$ cat config.mk
export PLATFORM = sky130hd
export DESIGN_NAME = noc_merge_arbiter
export DESIGN_NICKNAME = d
export VERILOG_FILES = /design/src/rtl/noc_merge_arbiter.sv
export SDC_FILE = /design/constraint.sdc
export NUM_CORES = 1
export LEC_CHECK = 0
export CORE_ASPECT_RATIO = 0.7
export CORE_MARGIN = 4
export CORE_UTILIZATION = 47
export DETAILED_ROUTE_END_ITERATION = 7
export GPL_TIMING_DRIVEN = 1
export PLACE_DENSITY = 0.85
export SYNTH_ARGS = -nofsm -noshare
export SYNTH_HDL_FRONTEND = slang
export SYNTH_SLANG_ARGS = --single-unit
export TNS_END_PERCENT = 1
$ cat constraint.sdc
create_clock -name clk -period 3.2 [get_ports clk]
set_input_delay 0.64 -clock clk [delete_from_list [all_inputs] [get_ports clk]]
set_output_delay 0.64 -clock clk [all_outputs]
set_load 0.01 [all_outputs]
$ cat src/rtl/noc_merge_arbiter.sv
// Two-input round-robin flit merge with a registered output stage and
// per-input saturating grant counters.

module noc_merge_cnt #(
  parameter int CW = 8
) (
  input  logic          clk,
  input  logic          rst_n,
  input  logic          inc,
  input  logic          clr,
  output logic [CW-1:0] cnt
);
  // Clear wins over a same-cycle increment, so that grant goes uncounted.
  always_ff @(posedge clk or negedge rst_n) begin
    if (!rst_n)                         cnt <= '0;
    else if (clr)                       cnt <= '0;
    else if (inc && cnt != {CW{1'b1}})  cnt <= cnt + 1'b1;
  end
endmodule

module noc_merge_arbiter #(
  parameter int W  = 9,
  parameter int CW = 8
) (
  input  logic          clk,
  input  logic          rst_n,
  input  logic          in0_valid,
  input  logic [W-1:0]  in0_data,
  output logic          in0_ready,
  input  logic          in1_valid,
  input  logic [W-1:0]  in1_data,
  output logic          in1_ready,
  output logic          out_valid,
  output logic [W-1:0]  out_data,
  output logic          out_src,
  input  logic          out_ready,
  input  logic          clr_cnt,
  output logic [CW-1:0] cnt0,
  output logic [CW-1:0] cnt1
);
  logic                 prio;
  logic [1:0]           vld, gnt, inc;
  logic                 load, xfer, sel;
  logic [1:0][CW-1:0]   cnt;

  assign vld = {in1_valid, in0_valid};

  always_comb begin
    gnt = 2'b00;
    case (vld)
      2'b01:   gnt = 2'b01;
      2'b10:   gnt = 2'b10;
      2'b11:   gnt = prio ? 2'b10 : 2'b01;
      default: gnt = 2'b00;
    endcase
  end

  assign load = !out_valid || out_ready;
  assign xfer = load && (gnt != 2'b00);
  assign sel  = gnt[1];

  // Readies are forced low during reset so nothing is accepted then.
  assign in0_ready = rst_n && load && gnt[0];
  assign in1_ready = rst_n && load && gnt[1];

  always_ff @(posedge clk or negedge rst_n) begin
    if (!rst_n) begin
      out_valid <= 1'b0;
      out_data  <= '0;
      out_src   <= 1'b0;
      prio      <= 1'b0;
    end else if (xfer) begin
      out_valid <= 1'b1;
      out_data  <= sel ? in1_data : in0_data;
      out_src   <= sel;
      prio      <= !sel;
    end else if (out_ready) begin
      out_valid <= 1'b0;
    end
  end

  assign inc = xfer ? gnt : 2'b00;

  for (genvar i = 0; i < 2; i++) begin : g_cnt
    noc_merge_cnt #(.CW(CW)) u_cnt (
      .clk   (clk),
      .rst_n (rst_n),
      .inc   (inc[i]),
      .clr   (clr_cnt),
      .cnt   (cnt[i])
    );
  end

  assign cnt0 = cnt[0];
  assign cnt1 = cnt[1];
endmodule

Word-level counts from Yosys, hierarchy flattened
Index checks and enable logic that the tools add are counted. Widths: inputs -> output; s select.

Bits in registers: 28. RAM bits: 0. Memories kept: 0. Word-level logic and storage cells: 36. Memory bits (read-only): 0. Bits in latches: 0.

$mul: 0. Shifts and indexed selects: 0. Div/mod/pow operators: 0. Bitwise gates (word level): 0. Add/sub/neg operators: 2. Reductions and logical operators: 13. Mux-type cells: 10. Magnitude comparators: 0. Eq/ne operators: 5.

Operators by type and width (count): $mux 8 (4); $add 8x1->8 const B (2); $ne 8x8->1 const B (2); $mux 9 (1); $reduce_bool 2->1 (4); $logic_and 1x1->1 (6); $pmux 2 s3 (1); $eq 2x2->1 const B (2); $mux 2 (2); $eq 2x1->1 const B (1); $logic_not 1->1 (2); $mux 1 (2); $logic_or 1x1->1 (1).

Longest topological paths before layout
Gate-level depths: netlist of run 1.

Word-level depth: 8. Depth in mapped cells: 6.

Cells and area by module
From an unflattened synthesis of run 1, not the netlist that was laid out.

Cells, all modules: 145. Area total of the unflattened synthesis: 1511.4 sq um.

Modules (own cells, without submodules): noc_merge_cnt (area an instance 464.2 sq um, seq. area each 200.2 sq um, times used 2, cells each 49); noc_merge_arbiter (area an instance 583.1 sq um, seq. area each 300.3 sq um, times used 1, cells each 47).

Worst setup path before layout of run 1
No wires, ideal clock.

Path type: input to output. From: input out_ready. To: output in1_ready. Cell stages on the path: 4. Arrival: 1.469 ns. Slack: 1.091 ns. Cell sequence: or2b_4 and3_2 clkbuf_1 and2_1.

Word-level cells in the longest chain between the ends: 3.

Ends and longest elaborated chain: start: declaration (line 36) `input logic out_ready,`; $logic_or 1x1->1 (line 58) `assign load = !out_valid || out_ready;`; $logic_and 1x1->1 (2 in series) (line 64) `assign in1_ready = rst_n && load && gnt[1];`; end: declaration (line 32) `output logic in1_ready,`.

No other way between the ends.

Worst setup path after layout of run 1
Same ends and word-level chain as after synthesis.

==> results of run 1 <==
[worst max path at each step]
| stage | start | to | slack, ns | cells past startpoint |
|---|---|---|---|---|
| 2_1_floorplan | out_ready | in1_ready | 1.09 | 4 |
| 3_3_place_gp | out_ready | in1_ready | 0.33 | 5 |
| 3_5_place_dp | out_ready | in1_ready | 0.28 | 5 |
| 4_1_cts | out_ready | in1_ready | 0.28 | 5 |
| 5_1_grt | in0_valid | in1_ready | 0.21 | 5 |
| 6_report | out_ready | in1_ready | 0.29 | 5 |
[critical path, cell delays in order]
cell and delay (ns):
sky130_fd_sc_hd__clkdlybuf4s50_1 0.40, sky130_fd_sc_hd__or2b_4 0.29, sky130_fd_sc_hd__and3_2 0.28, sky130_fd_sc_hd__and2_1 0.18, sky130_fd_sc_hd__clkdlybuf4s50_1 0.48
[cell families after synthesis]
| kind of cell | Yosys count | synth area share |
|---|---|---|
| AO/OA/AOI/OAI | 37 | 0.192 |
| XOR/XNOR | 1 | 0.00631 |
| adder cells (fa/ha/maj) | 2 | 0.0180 |
| buffers and inverters | 20 | 0.0550 |
| flip-flops | 28 | 0.505 |
| multiplexers | 2 | 0.0153 |
| AND/OR/NAND/NOR | 52 | 0.209 |
[power groups by stage]
stage / Clock [mW] / Sequential [mW] / Combinational (mW)
after floorplan: 0 / 0.414 / 0.0552
after global placement: 0 / 0.404 / 0.166
after detailed placement: 0 / 0.404 / 0.173
after CTS: 0.222 / 0.399 / 0.173
after global routing: 0.233 / 0.402 / 0.186
final: 0.216 / 0.400 / 0.171
[per-layer routing]
metal	vias to the layer above	track usage	wire (um)
met2	63	0.317	1690
met4	0	0.0337	0
met3	0	0.0588	317
li1	642	-	-
met5	-	0	0
met1	647	0.265	1590
[state kept, by name (all words and copies together), names as in the netlist]
register	cells
g_cnt.u_cnt.cnt	16
out_valid	1
out_src	1
out_data	9
prio	1
[stage by stage]
step                instance area (um^2)  worst slack [ns]
floorplan                           1390              1.09
global placement                    1950             0.328
detailed placement                  1950             0.276
CTS                                 2000             0.276
global route                        2000             0.208
finish                              2000             0.286
[cell type report]
| cell class | instances | share of cell area |
|---|---|---|
| Sequential cell | 28 | 0.350 |
| Multi-Input combinational cell | 94 | 0.305 |
| Timing Repair Buffer | 55 | 0.271 |
| Clock buffer | 4 | 0.0275 |
| Inverter | 13 | 0.0243 |
| Tap cell | 36 | 0.0225 |
[cells in the final DEF (no fill, tap or decap), drive strengths merged, types with 2 or more instances in the layout]
cell type	instances
clkbuf	4
or3	4
o31ai	5
inv	13
nand2b	2
a222oi	9
and2	2
nand3	8
and3	2
o41ai	2
nand4	3
nor2	7
nand2	13
clkdlybuf4s50	52
o21ai	5
a211oi	2
a21oi	11
dfrtp	28
buf	3
or4	6
ha	2
==> Flow_metrics.wiki, run 1 <==
{| class="wikitable"
! Metric !! Value
|-
| Sequential area share after synthesis || 0.505
|-
| CTS clk-pin slew, worst paths || 0.09 ns
|-
| CTS tree || yes
|-
| Top post-synthesis cells by count || sky130_fd_sc_hd__dfrtp_1, sky130_fd_sc_hd__inv_1, sky130_fd_sc_hd__nand2_1
|-
| Unrepaired setup endpoints after global routing || false
|-
| Max H-tree Level || 1
|-
| Result of the run || completed
|-
| Hold path cells || 2
|-
| Routed Wire Length || 3600 um
|-
| Combined area of the multi-input logic cells || 612 um^2
|-
| Average size of a mapped cell || 9.78 um^2
|-
| Slew @ Worst Pin || 1.25 ns
|-
| Min-delay src || prio
|-
| Final hold vios || 0
|-
| HPWL Detailed || 2770 um
|-
| Maximum operating frequency || 343 MHz
|-
| Register-to-register setup slack || 1.29 ns
|-
| Number of pins exceeding their max-slew limit in the final report || 0
|-
| Total Neg Setup Slack || 0 ns
|-
| Number of maximum-capacitance violations || 0
|-
| Worst setup SP type || input pin
|-
| Maximum VDD drop || 0.285 mV
|-
| Synthesized netlist net count || 168
|-
| Max-slew headroom || 0.161
|-
| Cell variety after synth || 35
|-
| Via count of the first global-routing pass || 1259
|-
| Reg-to-reg critical path endpoint || g_cnt[0].u_cnt.cnt[5]
|-
| 1st-iter DRT viols || 86
|-
| Combined area of all synthesized cells || 1390 um^2
|-
| IO buf count || 52
|-
| Total power after layout || 788 uW
|-
| Psw || 201 uW
|-
| Final worst path period need || 2.91 ns
|-
| Fin nets || 221
|-
| Deepest clock path buffer count || 2
|-
| Filler instances || 211
|-
| Arrival time reported for the critical path endpoint || 2.27 ns
|-
| #FFs+latches synth || 28
|-
| Die Wd || 73.0 um
|-
| Storage element area || 701 um^2
|-
| Cell count after synthesis || 142
|-
| Yosys Warn Count || 0
|-
| Period utilisation layout || 0.911
|-
| Worst path required time || 2.56 ns
|-
| Global-route usage over all layers || 0.197
|-
| Layout Skew || 0.00382 ns
|-
| Worst Hold Path EP || prio
|-
| Growth of design area from synthesis to finish || 44.3%
|-
| Number of antenna violations at the first check in global routing || 0
|-
| Worst-case reg-to-reg path depth || 4
|-
| Number of enable-type register cells in the synthesized netlist || 0
|-
| Final worst hold slack || 0.505 ns
|-
| Most common flop cell mapped by yosys || sky130_fd_sc_hd__dfrtp_1
|-
| Number of remaining DRC errors || 0
|-
| Number of buffers created by CTS || 3
|-
| Number of routed nets with antenna violations || 0
|-
| Yosys top cell by area || sky130_fd_sc_hd__dfrtp_1
|-
| Pint || 586 uW
|-
| Crit Reg-Reg Startpoint || out_valid
|-
| Number of placement rows || 16
|-
| Buffer type at the clock tree root || sky130_fd_sc_hd__clkbuf_8
|-
| Post-synth top area share || 0.505
|-
| Type of destination of the critical path || output pin
|-
| Critical path fanouts, max || 10
|-
| Cell Pwr Density || 393 nW/um^2
|-
| Initial core utilization || 0.496
|-
| Clock share of power || 0.275
|-
| Leakage power figure || 0.822 nW
|-
| Mean number of vias per cell || 5.88
|-
| Share of layout cells above drive strength 1 || 0.0619
|-
| Chip Height || 53.5 um
|-
| First-pass iteration count of the detailed router || 5
|-
| Filler-free cell count of the finished design || 230
|-
| First-pass GRT wire length || 5890 um
|-
| Critical path class || in2out
|-
| Maximum number of pins on one net before global-route repair || 19
|-
| Cell with the most instances after synthesis || sky130_fd_sc_hd__dfrtp_1
|-
| Number of top-level pins || 53
|-
| Post-route core utilization || 0.715
|-
| Number of vias in the routed layout || 1352
|-
| Net Sw Frac || 0.256
|-
| Area contributors post-synth || sky130_fd_sc_hd__dfrtp_1, sky130_fd_sc_hd__a222oi_1, sky130_fd_sc_hd__a21oi_1
|-
| Detailed-route wire length per cell || 15.6 um
|-
| Worst skew pair latency || 0.27 ns
|-
| Antenna diodes || 0
|-
| Total setup buffers inserted after CTS || 0
|-
| Die area || 3900 um^2
|-
| GPL Wtd Cong || 0.773
|-
| # setup viols final || 0
|-
| Hold buffers post-CTS || 0
|-
| Overflow left after global routing || 0
|-
| Core area || 2800 um^2
|-
| HP Class || reg2reg
|-
| CTS resizes || 0
|-
| Relative contribution of combinational cells to total power || 0.217
|-
| Sequential group share of total power || 0.508
|-
| Clk sinks || 28
|-
| Placed instance count || 226
|-
| Share of async-settable or async-resettable flops after synthesis || 1.00
|}
No activity file was read; power rests on OpenSTA's default activity.
==> inputs of run 2 (changes only) <==
- CAP_MARGIN: not set -> 5
==> results of run 2 <==
Same layout as run 1: the final DEF is identical, and so are final timing and power.
